==> src/rtl/axi_warb_pkg.sv <==
// ---------------------------------------------------------------------------
// axi_warb_pkg
// Shared types and helpers for the crossbar write-path arbiter.
//  - burst_e / resp_e : AXI burst and response encodings
//  - aw_req_t, w_req_t, b_resp_t : beat layouts for the default configuration
//    (2 masters, 4-bit upstream ID, 64-bit address and data)
//  - IDX_WIDTH / ID_OUT : master-index width and widened downstream ID width
//    for that default configuration
//  - idx_bits() : index width for an arbitrary master/entry count (min 1)
// ---------------------------------------------------------------------------
package axi_warb_pkg;

    typedef enum logic [1:0] {
        BURST_FIXED = 2'b00,
        BURST_INCR  = 2'b01,
        BURST_WRAP  = 2'b10
    } burst_e;

    typedef enum logic [1:0] {
        RESP_OKAY   = 2'b00,
        RESP_EXOKAY = 2'b01,
        RESP_SLVERR = 2'b10,
        RESP_DECERR = 2'b11
    } resp_e;

    localparam int MASTER_NUM_DFLT = 2;
    localparam int ID_WIDTH_DFLT   = 4;
    localparam int ADDR_WIDTH_DFLT = 64;
    localparam int DATA_WIDTH_DFLT = 64;
    localparam int IDX_WIDTH       = $clog2(MASTER_NUM_DFLT);
    localparam int ID_OUT          = ID_WIDTH_DFLT + IDX_WIDTH;

    typedef struct packed {
        logic [ID_WIDTH_DFLT-1:0]   id;
        logic [ADDR_WIDTH_DFLT-1:0] addr;
        logic [7:0]                 len;
        logic [2:0]                 size;
        burst_e                     burst;
    } aw_req_t;

    typedef struct packed {
        logic [DATA_WIDTH_DFLT-1:0]   data;
        logic [DATA_WIDTH_DFLT/8-1:0] strb;
        logic                         last;
    } w_req_t;

    typedef struct packed {
        logic [ID_OUT-1:0] id;
        resp_e             resp;
    } b_resp_t;

    // Width needed to index n items; never less than one bit.
    function automatic int idx_bits(input int n);
        return (n < 2) ? 1 : $clog2(n);
    endfunction

endpackage

==> src/rtl/axi_warb_order_fifo.sv <==
// ---------------------------------------------------------------------------
// axi_warb_order_fifo
// Records the master index of every accepted AW so W beats can be steered in
// AW-grant order.
// Ports:
//  clk, rst          clock, asynchronous active-high reset
//  push, push_data   write one index (ignored when full)
//  pop               drop the head entry (ignored when empty)
//  head              current head index (valid when !empty)
//  full, empty       occupancy flags
// The head is read combinationally: the W mux needs it in the same cycle the
// entry becomes visible, and the array is only a handful of entries deep.
// ---------------------------------------------------------------------------
module axi_warb_order_fifo
    import axi_warb_pkg::*;
#(
    parameter int DEPTH = 4,
    parameter int WIDTH = 1
) (
    input  logic             clk,
    input  logic             rst,
    input  logic             push,
    input  logic [WIDTH-1:0] push_data,
    input  logic             pop,
    output logic [WIDTH-1:0] head,
    output logic             full,
    output logic             empty
);

    localparam int PTR_W = idx_bits(DEPTH);

    logic [WIDTH-1:0] mem_reg [DEPTH];
    // One extra wrap bit distinguishes full from empty.
    logic [PTR_W:0]   wr_ptr_reg;
    logic [PTR_W:0]   rd_ptr_reg;
    logic             do_push;
    logic             do_pop;

    assign empty   = (wr_ptr_reg == rd_ptr_reg);
    assign full    = (wr_ptr_reg[PTR_W] != rd_ptr_reg[PTR_W]) &&
                     (wr_ptr_reg[PTR_W-1:0] == rd_ptr_reg[PTR_W-1:0]);
    assign do_push = push && !full;
    assign do_pop  = pop && !empty;
    assign head    = mem_reg[rd_ptr_reg[PTR_W-1:0]];

    always_ff @(posedge clk or posedge rst) begin
        if (rst) begin
            wr_ptr_reg <= '0;
            rd_ptr_reg <= '0;
        end else begin
            if (do_push) wr_ptr_reg <= wr_ptr_reg + 1'b1;
            if (do_pop)  rd_ptr_reg <= rd_ptr_reg + 1'b1;
        end
    end

    always_ff @(posedge clk) begin
        if (do_push) mem_reg[wr_ptr_reg[PTR_W-1:0]] <= push_data;
    end

endmodule

==> src/rtl/axi_write_arbiter.sv <==
// ---------------------------------------------------------------------------
// axi_write_arbiter
// Shares one downstream AXI write port (AW/W/B) between MASTER_NUM masters.
//  - AW: round-robin arbitration, winner index prefixed onto AWID
//  - W : steered from the master at the head of the AW-order FIFO
//  - B : routed back by the ID prefix (purely combinational)
// Ports:
//  clk, rst                         clock, asynchronous active-high reset
//  m_aw_* / m_w_* / m_b_*           per-master upstream channels
//  s_aw_* / s_w_* / s_b_*           downstream channels (ID widened)
// Build option: define AXI_WARB_FIXED_PRIO_EN for fixed priority (lowest
// index wins, no rotating pointer) instead of round-robin.
// ---------------------------------------------------------------------------
module axi_write_arbiter
    import axi_warb_pkg::*;
#(
    parameter int MASTER_NUM = 2,
    parameter int ID_WIDTH   = 4,
    parameter int ADDR_WIDTH = 64,
    parameter int DATA_WIDTH = 64,
    parameter int FIFO_DEPTH = 4
) (
    input  logic                                  clk,
    input  logic                                  rst,
    input  logic [MASTER_NUM-1:0]                 m_aw_valid,
    output logic [MASTER_NUM-1:0]                 m_aw_ready,
    input  logic [MASTER_NUM-1:0][ID_WIDTH-1:0]   m_aw_id,
    input  logic [MASTER_NUM-1:0][ADDR_WIDTH-1:0] m_aw_addr,
    input  logic [MASTER_NUM-1:0][7:0]            m_aw_len,
    input  logic [MASTER_NUM-1:0][2:0]            m_aw_size,
    input  logic [MASTER_NUM-1:0][1:0]            m_aw_burst,
    input  logic [MASTER_NUM-1:0]                 m_w_valid,
    output logic [MASTER_NUM-1:0]                 m_w_ready,
    input  logic [MASTER_NUM-1:0][DATA_WIDTH-1:0] m_w_data,
    input  logic [MASTER_NUM-1:0][DATA_WIDTH/8-1:0] m_w_strb,
    input  logic [MASTER_NUM-1:0]                 m_w_last,
    output logic [MASTER_NUM-1:0]                 m_b_valid,
    input  logic [MASTER_NUM-1:0]                 m_b_ready,
    output logic [ID_WIDTH-1:0]                   m_b_id,
    output logic [1:0]                            m_b_resp,
    output logic                                  s_aw_valid,
    input  logic                                  s_aw_ready,
    output logic [ID_WIDTH+idx_bits(MASTER_NUM)-1:0] s_aw_id,
    output logic [ADDR_WIDTH-1:0]                 s_aw_addr,
    output logic [7:0]                            s_aw_len,
    output logic [2:0]                            s_aw_size,
    output logic [1:0]                            s_aw_burst,
    output logic                                  s_w_valid,
    input  logic                                  s_w_ready,
    output logic [DATA_WIDTH-1:0]                 s_w_data,
    output logic [DATA_WIDTH/8-1:0]               s_w_strb,
    output logic                                  s_w_last,
    input  logic                                  s_b_valid,
    output logic                                  s_b_ready,
    input  logic [ID_WIDTH+idx_bits(MASTER_NUM)-1:0] s_b_id,
    input  logic [1:0]                            s_b_resp
);

    localparam int             IW       = idx_bits(MASTER_NUM);
    localparam int             OW       = ID_WIDTH + IW;
    localparam logic [IW-1:0]  LAST_IDX = IW'(MASTER_NUM - 1);

    typedef enum logic {ST_IDLE, ST_GRANT} state_e;

    state_e        state_reg, state_next;
    logic [IW-1:0] winner_reg, winner_next;
    logic [IW-1:0] winner;
    logic [IW-1:0] pick;
    logic          pick_found;
    logic          aw_valid;
    logic          aw_accept;
    logic          fifo_full, fifo_empty;
    logic [IW-1:0] head_idx;
    logic          w_active;
    logic          w_pop;
    logic [IW-1:0] b_idx;
    logic          b_known;

    // ------------------------------------------------------------------ pick
`ifdef AXI_WARB_FIXED_PRIO_EN
    always_comb begin
        pick       = '0;
        pick_found = |m_aw_valid;
        // Scan downwards so the lowest valid index is the last one written.
        for (int i = MASTER_NUM - 1; i >= 0; i--) begin
            if (m_aw_valid[IW'(i)]) pick = IW'(i);
        end
    end
`else
    logic [IW-1:0] ptr_reg;
    logic [IW-1:0] cand;

    always_comb begin
        pick       = '0;
        pick_found = 1'b0;
        cand       = '0;
        for (int i = 0; i < MASTER_NUM; i++) begin
            cand = IW'((int'(ptr_reg) + i) % MASTER_NUM);
            if (!pick_found && m_aw_valid[cand]) begin
                pick       = cand;
                pick_found = 1'b1;
            end
        end
    end

    always_ff @(posedge clk or posedge rst) begin
        if (rst) begin
            ptr_reg <= '0;
        end else if (aw_accept) begin
            ptr_reg <= (winner == LAST_IDX) ? '0 : winner + IW'(1);
        end
    end
`endif

    // ------------------------------------------------------------- AW FSM
    always_ff @(posedge clk or posedge rst) begin
        if (rst) begin
            state_reg  <= ST_IDLE;
            winner_reg <= '0;
        end else begin
            state_reg  <= state_next;
            winner_reg <= winner_next;
        end
    end

    always_comb begin
        state_next  = state_reg;
        winner_next = winner_reg;
        winner      = winner_reg;
        aw_valid    = 1'b0;
        case (state_reg)
            ST_IDLE: begin
                // Zero-latency grant: the combinational winner drives s_aw_*
                // directly; only an unaccepted request is latched.
                winner   = pick;
                aw_valid = pick_found && !fifo_full;
                if (aw_valid && !s_aw_ready) begin
                    state_next  = ST_GRANT;
                    winner_next = pick;
                end
            end
            ST_GRANT: begin
                // No push happens while waiting, so the FIFO cannot fill here.
                aw_valid = !fifo_full;
                if (s_aw_ready) state_next = ST_IDLE;
            end
            default: state_next = ST_IDLE;
        endcase
        // Keep the zero-latency path quiet while reset is held.
        if (rst) aw_valid = 1'b0;
    end

    assign aw_accept  = aw_valid && s_aw_ready;
    assign s_aw_valid = aw_valid;
    assign s_aw_id    = {winner, m_aw_id[winner]};
    assign s_aw_addr  = m_aw_addr[winner];
    assign s_aw_len   = m_aw_len[winner];
    assign s_aw_size  = m_aw_size[winner];
    assign s_aw_burst = m_aw_burst[winner];

    // ---------------------------------------------------- W order and mux
    axi_warb_order_fifo #(
        .DEPTH (FIFO_DEPTH),
        .WIDTH (IW)
    ) u_order_fifo (
        .clk       (clk),
        .rst       (rst),
        .push      (aw_accept),
        .push_data (winner),
        .pop       (w_pop),
        .head      (head_idx),
        .full      (fifo_full),
        .empty     (fifo_empty)
    );

    assign w_active  = !fifo_empty;
    assign s_w_valid = w_active && m_w_valid[head_idx];
    assign s_w_data  = m_w_data[head_idx];
    assign s_w_strb  = m_w_strb[head_idx];
    assign s_w_last  = m_w_last[head_idx];
    assign w_pop     = s_w_valid && s_w_ready && s_w_last;

    // ------------------------------------------------------------ B route
    assign b_idx     = s_b_id[OW-1:ID_WIDTH];
    assign b_known   = (int'(b_idx) < MASTER_NUM);
    assign m_b_id    = s_b_id[ID_WIDTH-1:0];
    assign m_b_resp  = s_b_resp;
    // Responses carrying an unknown prefix are sunk so the slave never stalls.
    assign s_b_ready = !rst && (b_known ? m_b_ready[b_idx] : 1'b1);

    // ------------------------------------------------- per-master outputs
    for (genvar gi = 0; gi < MASTER_NUM; gi++) begin : g_master
        assign m_aw_ready[gi] = aw_accept && (winner == IW'(gi));
        assign m_w_ready[gi]  = w_active && s_w_ready && (head_idx == IW'(gi));
        assign m_b_valid[gi]  = !rst && s_b_valid && (b_idx == IW'(gi));
    end

endmodule
==> config.mk <==
export PLATFORM = sky130hd
export DESIGN_NAME = axi_write_arbiter
export DESIGN_NICKNAME = d
export VERILOG_FILES = /design/src/rtl/axi_warb_pkg.sv /design/src/rtl/axi_warb_order_fifo.sv /design/src/rtl/axi_write_arbiter.sv
export SDC_FILE = /design/constraint.sdc
export NUM_CORES = 1
export LEC_CHECK = 0
export BUFFER_PORTS_ARGS = -buffer_cell sky130_fd_sc_hd__clkbuf_2
export CAP_MARGIN = 20
export CORE_AREA = 3 3 189 191
export CTS_CLUSTER_SIZE = 28
export DETAILED_ROUTE_END_ITERATION = 8
export DIE_AREA = 0 0 192 194
export PLACE_DENSITY_LB_ADDON = 0.15
export SKIP_LAST_GASP = 1
export SLEW_MARGIN = 5
export SYNTH_ARGS = -nofsm -noshare
export SYNTH_HDL_FRONTEND = slang
export SYNTH_SLANG_ARGS = --single-unit
==> constraint.sdc <==
create_clock -name clk -period 4.2 [get_ports clk]
set_input_delay 0.84 -clock clk [delete_from_list [all_inputs] [get_ports clk]]
set_output_delay 0.84 -clock clk [all_outputs]
set_load 0.005 [all_outputs]
==> metrics <==
Area Growth Syn to Fin 116.6%; Fin Hold WS 487.7 ps; Sequential cell area 345.3 µm²; grt ovf 0; leading cell type in the layout, fill and taps excluded clkbuf_2; Antenna Nets Post-Route 0; Worst Hold Depth 1; Seq/Total Area, Yosys 13.17%; htree depth 1; first-pass GRT wire length 28540 µm; fillers 3960; clk buf depth 2; Worst R2R Setup Slack 1450 ps; Post-CTS Setup Bufs 0; Power Density 449.5 nW/µm²; Reg clk slew, reported paths 40 ps; Worst EP arrival 2610 ps; dpl cells 1172; FF-to-FF End u_order_fifo.rd_ptr_reg[1]; library cells used by synthesis 29; routed wire length 21490 µm; die area 37250 µm²; syn nets 578; Die W 192 µm; wire per inst 18.26 µm; Vias 3906; CP startpoint kind flip-flop; Hold Buf Count CTS 0; Num CTS Buffers 3; GRT Overall Usage 10.57%; worst min-delay path startpoint u_order_fifo.wr_ptr_reg[2]; Total Nets Final 1053; Slowest Stage Delay on Critical Path 1050 ps; CTS tree built; hpwl dp 20140 µm; setup violators final 0; hold crit path type reg2reg; Non-Filler Instances 1177; initial antenna violation count 1; total power 2.553 mW; # IOs 496; Site Rows 68; initial DRC count 91; Syn Inst Count 247; worst relative slew slack 49.38%; asr flop ratio synth 69.23%; Port Buf Inserts 483; vias in the first global route 4223; status finished clean; Yosys Warn Count 0; clock sink total 13; Clock Latency Late Sink 240 ps; period utilisation layout 82.12%; Mapped Area 2623 µm²; r2r worst-path depth 4; most common flop cell mapped by yosys dfrtp_1; worst-path fanout max 57; Critical-path top delay cell mux4_4; share of cells above drive strength 1 90.71%; final core occ 16.56%; Fmax 289.9 MHz; Multi-input gate area 2136 µm²; CP Cell Sequence mux4_4 > buf_4 > mux2_2 > clkbuf_2; core region area 34290 µm²; GP Congestion 0.8534; Slew @ Worst Pin 759.4 ps; cts repair resizes 0; Worst Hold End u_order_fifo.wr_ptr_reg[2]; EDFF count, synth 4; max_cap viols 0; Critical R2R Launch u_order_fifo.rd_ptr_reg[0]; vias per cell 3.319; critical path capture point type primary output; RSZ-0062 raised after global routing false; Final Hold Fails 0; critical path class reg2out; setup TNS 0 ps; Layout Skew 0.7391 ps; die height 194 µm; leakage power 3.066 nW; Initial Utilization 7.649%; FF+latch count, synth 13; pin count of the biggest net entering global routing 58; DR pass1 iterations 4; number of remaining DRC errors 0; CP required 3360 ps; commonest cells after routing, fill and taps aside clkbuf_2 (483), mux2_2 (153), buf_4 (9), dfrtp_1 (9); post-layout minimum cycle time 3449 ps; peak supply drop 0.2066 mV; average size of a mapped cell 10.62 µm²; Largest register FFs 4; max-slew violations 0; Root Driver clkbuf_16
logic make-up (layout without fill, tap and decap cells):
family | Yosys count | count (layout) | synth area share (%)
mux | 159 | 159 | 68.51
buf+inv | 30 | 504 | 5.916
simple gates | 25 | 25 | 5.534
flops | 13 | 13 | 13.17
compound gates | 8 | 8 | 2.146
xor+xnor | 7 | 7 | 2.338
fa+ha+maj | 5 | 5 | 2.385
other cells | 0 | 1 | 0
worst max path at each step:
stage | start | to | cells after the start | slack, ps
floorplan | m_aw_valid[0] | s_aw_burst[0] | 6 | 1300
global placement | m_aw_valid[0] | s_aw_addr[22] | 7 | 820
detailed placement | m_aw_valid[0] | s_aw_id[3] | 7 | 800
CTS | u_order_fifo.rd_ptr_reg[0] | s_w_data[55] | 4 | 740
global route | u_order_fifo.rd_ptr_reg[0] | s_w_data[55] | 4 | 620
finish | u_order_fifo.rd_ptr_reg[0] | s_w_data[55] | 4 | 750
per-stage QoR:
step,setup WS (ps),area (µm²)
after floorplan,1304,2623
after global placement,824.9,5598
after detailed placement,797.6,5598
after CTS,736.3,5677
after global routing,615.2,5679
final,751.0,5679
cell usage after synthesis, types with 2 or more instances:
master    count  area [µm²]
mux2_2      153        1723
buf_2        13       65.06
dfrtp_1       9       225.2
buf_4         7       52.55
inv_1         6       22.52
nor2_1        6       22.52
and3_1        5       31.28
ha_1          5       62.56
clkbuf_1      4       15.01
edfxtp_1      4       120.1
mux2i_1       4       40.04
nand2_1       4       15.01
xor2_1        4       35.03
xnor2_1       3       26.28
a31oi_1       2       12.51
and2_1        2       12.51
and3b_1       2       17.52
nor3b_1       2       15.01
o21ai_0       2       10.01
critical path, delay by kind of cell (launching register included):
kind | cells | cell delay [ps]
mux | 2 | 1370
buf+inv | 2 | 500
flops | 1 | 440
power breakdown:
group	switching [mW]	internal, mW
Combinational	1.01	1.13
Clock	0.0491	0.128
Sequential	0.0504	0.183
Total	1.11	1.44
per-layer routing:
layer | global-route usage (%) | vias up | wire length [µm]
met5 | 0 | - | 0
met4 | 3.454 | 0 | 416
met3 | 1.681 | 14 | 1905
met2 | 22.76 | 290 | 12420
met1 | 9.603 | 1743 | 6748
li1 | - | 1859 | -
layout make-up:
cell class	instances	share of cell area [%]
inverter	6	0.3966
timing repair buffer	494	44.46
antenna	1	0.04406
clock buffer	4	1.388
multi-input combinational	204	37.61
sequential	13	6.081
tap	455	10.02
Note: power is estimated with default switching activity, not from simulation.
